## src/rtl/vend_multi.sv

```systemverilog
// Parametrised token vending controller: counts token credit, sells one product per press
// against a price table, hands off to the dispenser and refunds leftover credit.
module vend_multi #(
    parameter int NUM_PRODUCTS = 3,
    parameter int CREDIT_W = 4,
    parameter logic [NUM_PRODUCTS*CREDIT_W-1:0] PRICES = {4'd3, 4'd2, 4'd1},
    parameter int TIMEOUT_CYCLES = 1000,
    localparam int SEL_W = $clog2(NUM_PRODUCTS)
) (
    input  logic                    clk,
    input  logic                    reset,
    input  logic [NUM_PRODUCTS-1:0] button,
    input  logic                    token_in,
    input  logic                    cancel,
    input  logic                    dispense_done,
    output logic                    select_valid,
    output logic [SEL_W-1:0]        select_id,
    output logic                    refund_valid,
    output logic [CREDIT_W-1:0]     refund_count,
    output logic                    token_reject,
    output logic                    insufficient,
    output logic [CREDIT_W-1:0]     credit,
    output logic                    busy
);

    localparam int TMO_W = (TIMEOUT_CYCLES > 1) ? $clog2(TIMEOUT_CYCLES) : 1;
    localparam logic [TMO_W-1:0] TMO_LAST = (TIMEOUT_CYCLES > 0) ? TMO_W'(TIMEOUT_CYCLES - 1) : '0;
    localparam logic [CREDIT_W-1:0] CREDIT_MAX = '1;

    typedef enum logic [1:0] {S_IDLE, S_CREDIT, S_DISPENSE, S_REFUND} state_t;

    state_t              state_q, state_d;
    logic [CREDIT_W-1:0] credit_q, credit_d;
    logic                select_valid_q, select_valid_d;
    logic [SEL_W-1:0]    select_id_q, select_id_d;
    logic                refund_valid_q, refund_valid_d;
    logic [CREDIT_W-1:0] refund_count_q, refund_count_d;
    logic                token_reject_q, token_reject_d;
    logic                insufficient_q, insufficient_d;
    logic                busy_q, busy_d;
    logic [TMO_W-1:0]    tmo_q, tmo_d;

    int                  press_i;
    logic                press_found;
    logic [CREDIT_W-1:0] price;

    always_comb begin
        press_i     = 0;
        press_found = 1'b0;
        for (int i = 0; i < NUM_PRODUCTS; i++) begin
            if (button[i] && !press_found) begin
                press_i     = i;
                press_found = 1'b1;
            end
        end
        price = PRICES[press_i*CREDIT_W +: CREDIT_W];
    end

    always_comb begin
        state_d        = state_q;
        credit_d       = credit_q;
        select_valid_d = select_valid_q;
        select_id_d    = select_id_q;
        refund_valid_d = 1'b0;
        refund_count_d = '0;
        token_reject_d = 1'b0;
        insufficient_d = 1'b0;
        tmo_d          = '0;

        case (state_q)
            S_IDLE, S_CREDIT: begin
                // A press owns the cycle: any token alongside it is turned away.
                if (press_found) begin
                    token_reject_d = token_in;
                    if (credit_q >= price) begin
                        state_d        = S_DISPENSE;
                        select_valid_d = 1'b1;
                        select_id_d    = SEL_W'(press_i);
                        credit_d       = credit_q - price;
                    end else begin
                        insufficient_d = 1'b1;
                    end
                end else if (cancel && state_q == S_CREDIT) begin
                    token_reject_d = token_in;
                    state_d        = S_REFUND;
                    refund_valid_d = 1'b1;
                    refund_count_d = credit_q;
                    credit_d       = '0;
                end else if (token_in) begin
                    if (credit_q == CREDIT_MAX) begin
                        token_reject_d = 1'b1;
                    end else begin
                        credit_d = credit_q + 1'b1;
                        state_d  = S_CREDIT;
                    end
                end else if (state_q == S_CREDIT && TIMEOUT_CYCLES > 0) begin
                    if (tmo_q == TMO_LAST) begin
                        state_d        = S_REFUND;
                        refund_valid_d = 1'b1;
                        refund_count_d = credit_q;
                        credit_d       = '0;
                    end else begin
                        tmo_d = tmo_q + 1'b1;
                    end
                end
            end
            S_DISPENSE: begin
                token_reject_d = token_in;
                if (dispense_done) begin
                    select_valid_d = 1'b0;
                    select_id_d    = '0;
                    if (credit_q != '0) begin
                        state_d        = S_REFUND;
                        refund_valid_d = 1'b1;
                        refund_count_d = credit_q;
                        credit_d       = '0;
                    end else begin
                        state_d = S_IDLE;
                    end
                end
            end
            default: begin
                token_reject_d = token_in;
                state_d        = S_IDLE;
            end
        endcase

        busy_d = (state_d == S_DISPENSE) || (state_d == S_REFUND);
    end

    always_ff @(posedge clk) begin
        if (reset) begin
            state_q        <= S_IDLE;
            credit_q       <= '0;
            select_valid_q <= 1'b0;
            select_id_q    <= '0;
            refund_valid_q <= 1'b0;
            refund_count_q <= '0;
            token_reject_q <= 1'b0;
            insufficient_q <= 1'b0;
            busy_q         <= 1'b0;
            tmo_q          <= '0;
        end else begin
            state_q        <= state_d;
            credit_q       <= credit_d;
            select_valid_q <= select_valid_d;
            select_id_q    <= select_id_d;
            refund_valid_q <= refund_valid_d;
            refund_count_q <= refund_count_d;
            token_reject_q <= token_reject_d;
            insufficient_q <= insufficient_d;
            busy_q         <= busy_d;
            tmo_q          <= tmo_d;
        end
    end

    assign select_valid = select_valid_q;
    assign select_id    = select_id_q;
    assign refund_valid = refund_valid_q;
    assign refund_count = refund_count_q;
    assign token_reject = token_reject_q;
    assign insufficient = insufficient_q;
    assign credit       = credit_q;
    assign busy         = busy_q;

endmodule

```

## config.mk

```make
export PLATFORM = sky130hd
export DESIGN_NAME = vend_multi
export DESIGN_NICKNAME = d
export VERILOG_FILES = /design/src/rtl/vend_multi.sv
export SDC_FILE = /design/constraint.sdc
export NUM_CORES = 1
export LEC_CHECK = 0
export BUFFER_PORTS_ARGS = -buffer_cell sky130_fd_sc_hd__buf_4
export CORE_UTILIZATION = 25
export DETAILED_ROUTE_END_ITERATION = 16
export PLACE_DENSITY = 0.46
export RECOVER_POWER = 100
export SETUP_SLACK_MARGIN = 0.1
export SYNTH_ARGS = -nofsm -noshare
export SYNTH_HDL_FRONTEND = slang
export SYNTH_SLANG_ARGS = --single-unit
export TNS_END_PERCENT = 10
```

## constraint.sdc

```tcl
create_clock -name clk -period 2.92 [get_ports clk]
set_input_delay 0.292 -clock clk [delete_from_list [all_inputs] [get_ports clk]]
set_output_delay 0.292 -clock clk [all_outputs]
set_load 0.05 [all_outputs]
```

==> impl_results.md <==
- Status: completed
- Ys Warns: 0
- Max-cap viol count: 0
- Clock Skew: ~2.8 ps
- Crit path required time: ~3100 ps
- Post-synthesis mux area share: 0.04810
- Pre-Repair DR Iteration Count: 5
- Net Sw Power: between 0.0005 and 0.0006 W
- WL/cell: roughly 12 µm
- Synth Register Bits: 26
- Post-Synth Adder-Cell Area: 0.06105
- Simple-Gate Fraction of Synth Area: 0.2451
- WS Path Type: reg2reg
- CTS root buf: clkbuf_8
- Routability congestion estimate: ~0.79
- Tightest Hold Check Type: in2reg
- IO buf count: 22
- Number of global-route vias before repair: ~1100
- Crit path top cell by count: inv_1
- Most common cell after layout, fill and taps aside: dfxtp_1
- Clock Sinks: 26
- Final Max Tran Viols: 0
- Sequential share of power: 0.381
- Critical Path AT: 2750 ps
- Clock slew seen by the registers of the worst setup and hold paths: about 90 ps
- Internal Power: between 0.0007 and 0.0008 W
- Ys flop type: dfxtp_1
- Largest family of logic cells by synthesized area: simple AND/OR/NAND/NOR gates
- Cells after Synth: 149
- Startpoint Class: flip-flop
- Initial antenna violation count: 0
- Syn_area_per_cell: 9.077 µm²
- N_diodes: 0
- GRT Resource Usage Total: 0.1118
- Max Root-Sink Buffers: 2
- Dpl hpwl: about 2200 µm
- Synth unique cells: 47
- DR vias/cell: roughly 4.8
- Total power: between 0.001 and 0.0015 W
- Post-CTS Hold Buffers: 0
- EDFF count, synth: 0
- Setup TNS: 0 ps
- Clock share of power: 0.182
- DR vias: roughly 1100
- Worst-Margin Slew: 600.0 ps
- DR iter-0 viols: 56
- Final worst setup slack: about 330 ps
- Switching share of power: 0.4351
- CTS tree: yes
- RSZ-0062 raised after global routing: no
- Routed Antenna Nets: 0
- VDD IR-drop max: about 0.28 mV
- Power Density: approximately 800 nW/µm²
- Final setup viols: 0
- DRC viols: 0
- Global-route wire length before repair: a little under 5000 µm
- Core area: 5172 µm²
- Max stage delay on crit path: 510 ps
- Clock latency on the worst-skew pair: 270 ps
- Rel. slew slack: 0.6017
- Final hold violations: 0
- Critical Path End Type: flip-flop
- Setup slack at placement: about 220 ps
- Area fraction in compound gates after synthesis: 0.1434
- LEAKAGE: 0.5783 nW
- Synth area leaders: dfxtp_1 38%, nor2_1 6.1%, ha_1 4.6%
- Combinational share of power: 0.438
- Top cell type's share of synthesized area: 0.3848
- Cell row count: 26
- Syn nets: about 160
- Area leader, netlist: dfxtp_1
- Mapped cell area: between 1000 and 1500 µm²
- Final wirelength: 2919 µm
- CTS buffer count: 3
- Area Overhead vs Synth: 15.17%
- Fin crit share: 0.8874
- Crit path max-delay cell type: a2111oi_1
- Initial core utilization: 0.2615
- GRT Residual Overflow: 0
- Crit path cell chain: inv_1 > ha_1 > inv_1 > fa_1 > a2111oi_1 > a21oi_1 > o211ai_2 > mux2_1
- XOR/XNOR Fraction of Synth Area: 0.07123
- H-tree levels: 1
- Share of synthesized flip-flops with an asynchronous set or reset: 0
- DIE WIDTH: ~76 µm
- DIE AREA: approximately 5700 µm²
- Nets: 185
- Largest net degree at the start of global routing: 16
- Most frequent cells in the layout: 26 x dfxtp_1, 22 x nor2_1, 15 x clkbuf_1
- Min cycle time layout: roughly 2600 ps
- Seq/Total Area, Yosys: 0.3848
- Die Ht: 75.56 µm
- Achievable Freq: 385.9 MHz
- IO Pins: 23
- Crit Path Max Fanout: 7
- Share of layout cells above drive strength 1: 0.07647
-- layer usage --
metal,global-route usage,wire (µm),up-vias
met5,0,0,-
met4,0.01852,16,0
met3,0.03175,163,4
met2,0.1905,1382,30
met1,0.1431,1357,534
li1,-,-,576
-- flip-flops by register name (all words and copies together), names as in the netlist --
register / count
select_id: 2
state_q: 1
select_valid: 1
busy: 1
tmo_q: 10
refund_count: 4
token_reject: 1
insufficient: 1
credit: 4
refund_valid: 1
-- timing repair --
action | CTS | global route
setup endpoints to repair | 0 | 1
setup buffers | 0 | 0
resized for setup | 0 | 1
-- area by class of cell --
class,instances,area (µm²)
Inverter,5,18.77
Timing Repair Buffer,22,108.9
Multi-Input combinational cell,113,767.0
Tap cell,70,87.58
Clock buffer,4,55.05
Sequential cell,26,520.5
Fill cell,558,3615
-- Yosys cell counts, types with 3 or more instances --
cell      number
o21ai_0        4
dfxtp_1       26
nand2_1        5
xnor2_1        6
nor2_1        22
and3_1         4
nand4_1        3
mux2i_1        5
nand2b_1       4
nor2b_1        3
ha_1           5
inv_1          5
nand3_1        9
xor2_1         5
a21oi_1        6
-- final timing paths --
path,start,endpoint,slack [ps],cells after the start
worst max register to register,credit[0]$_SDFFE_PP0P_,credit[3]$_SDFFE_PP0P_,330,8
worst max-delay path,credit[0]$_SDFFE_PP0P_,credit[3]$_SDFFE_PP0P_,330,8
worst min-delay path,reset,state_q[0]$_SDFF_PP0_,310,2
worst min register to register,tmo_q[0]$_SDFF_PP0_,tmo_q[0]$_SDFF_PP0_,470,1
-- metrics by stage --
stage	instance area, µm²	hold WS [ps]	util	std cells
3_5_place_dp	1562	458.9	0.3019	236
4_1_cts	1617	303.5	0.3125	240
2_1_floorplan	1353	385.3	-	149
5_1_grt	1558	320.0	0.3012	240
3_3_place_gp	1562	441.5	0.3019	236
6_report	1558	309.6	0.3012	240
-- power groups by stage --
stage	logic, W	clock network (W)	registers (W)
after floorplan	0.000373	0	0.000598
after global placement	0.000606	0	0.000496
after global routing	0.000625	0.000255	0.000502
final	0.000559	0.000232	0.000487
after detailed placement	0.000602	0	0.000497
after CTS	0.000604	0.000243	0.000489
-- critical path: cells and delay by family, from the launching register on --
kind | cells | cell delay (ps)
compound gates | 3 | 1010
fa+ha+maj | 2 | 580
buf+inv | 2 | 150
flops | 1 | 380
mux | 1 | 360
-- cells by family after synthesis --
group / Yosys count
and+or+nand+nor: 63
AOI/OAI and AO/OA: 27
DFF: 26
xor gates and xnor gates: 11
buffers and inverters: 10
muxes: 6
adders and majority gates: 6
No activity file was read; power rests on OpenSTA's default activity.
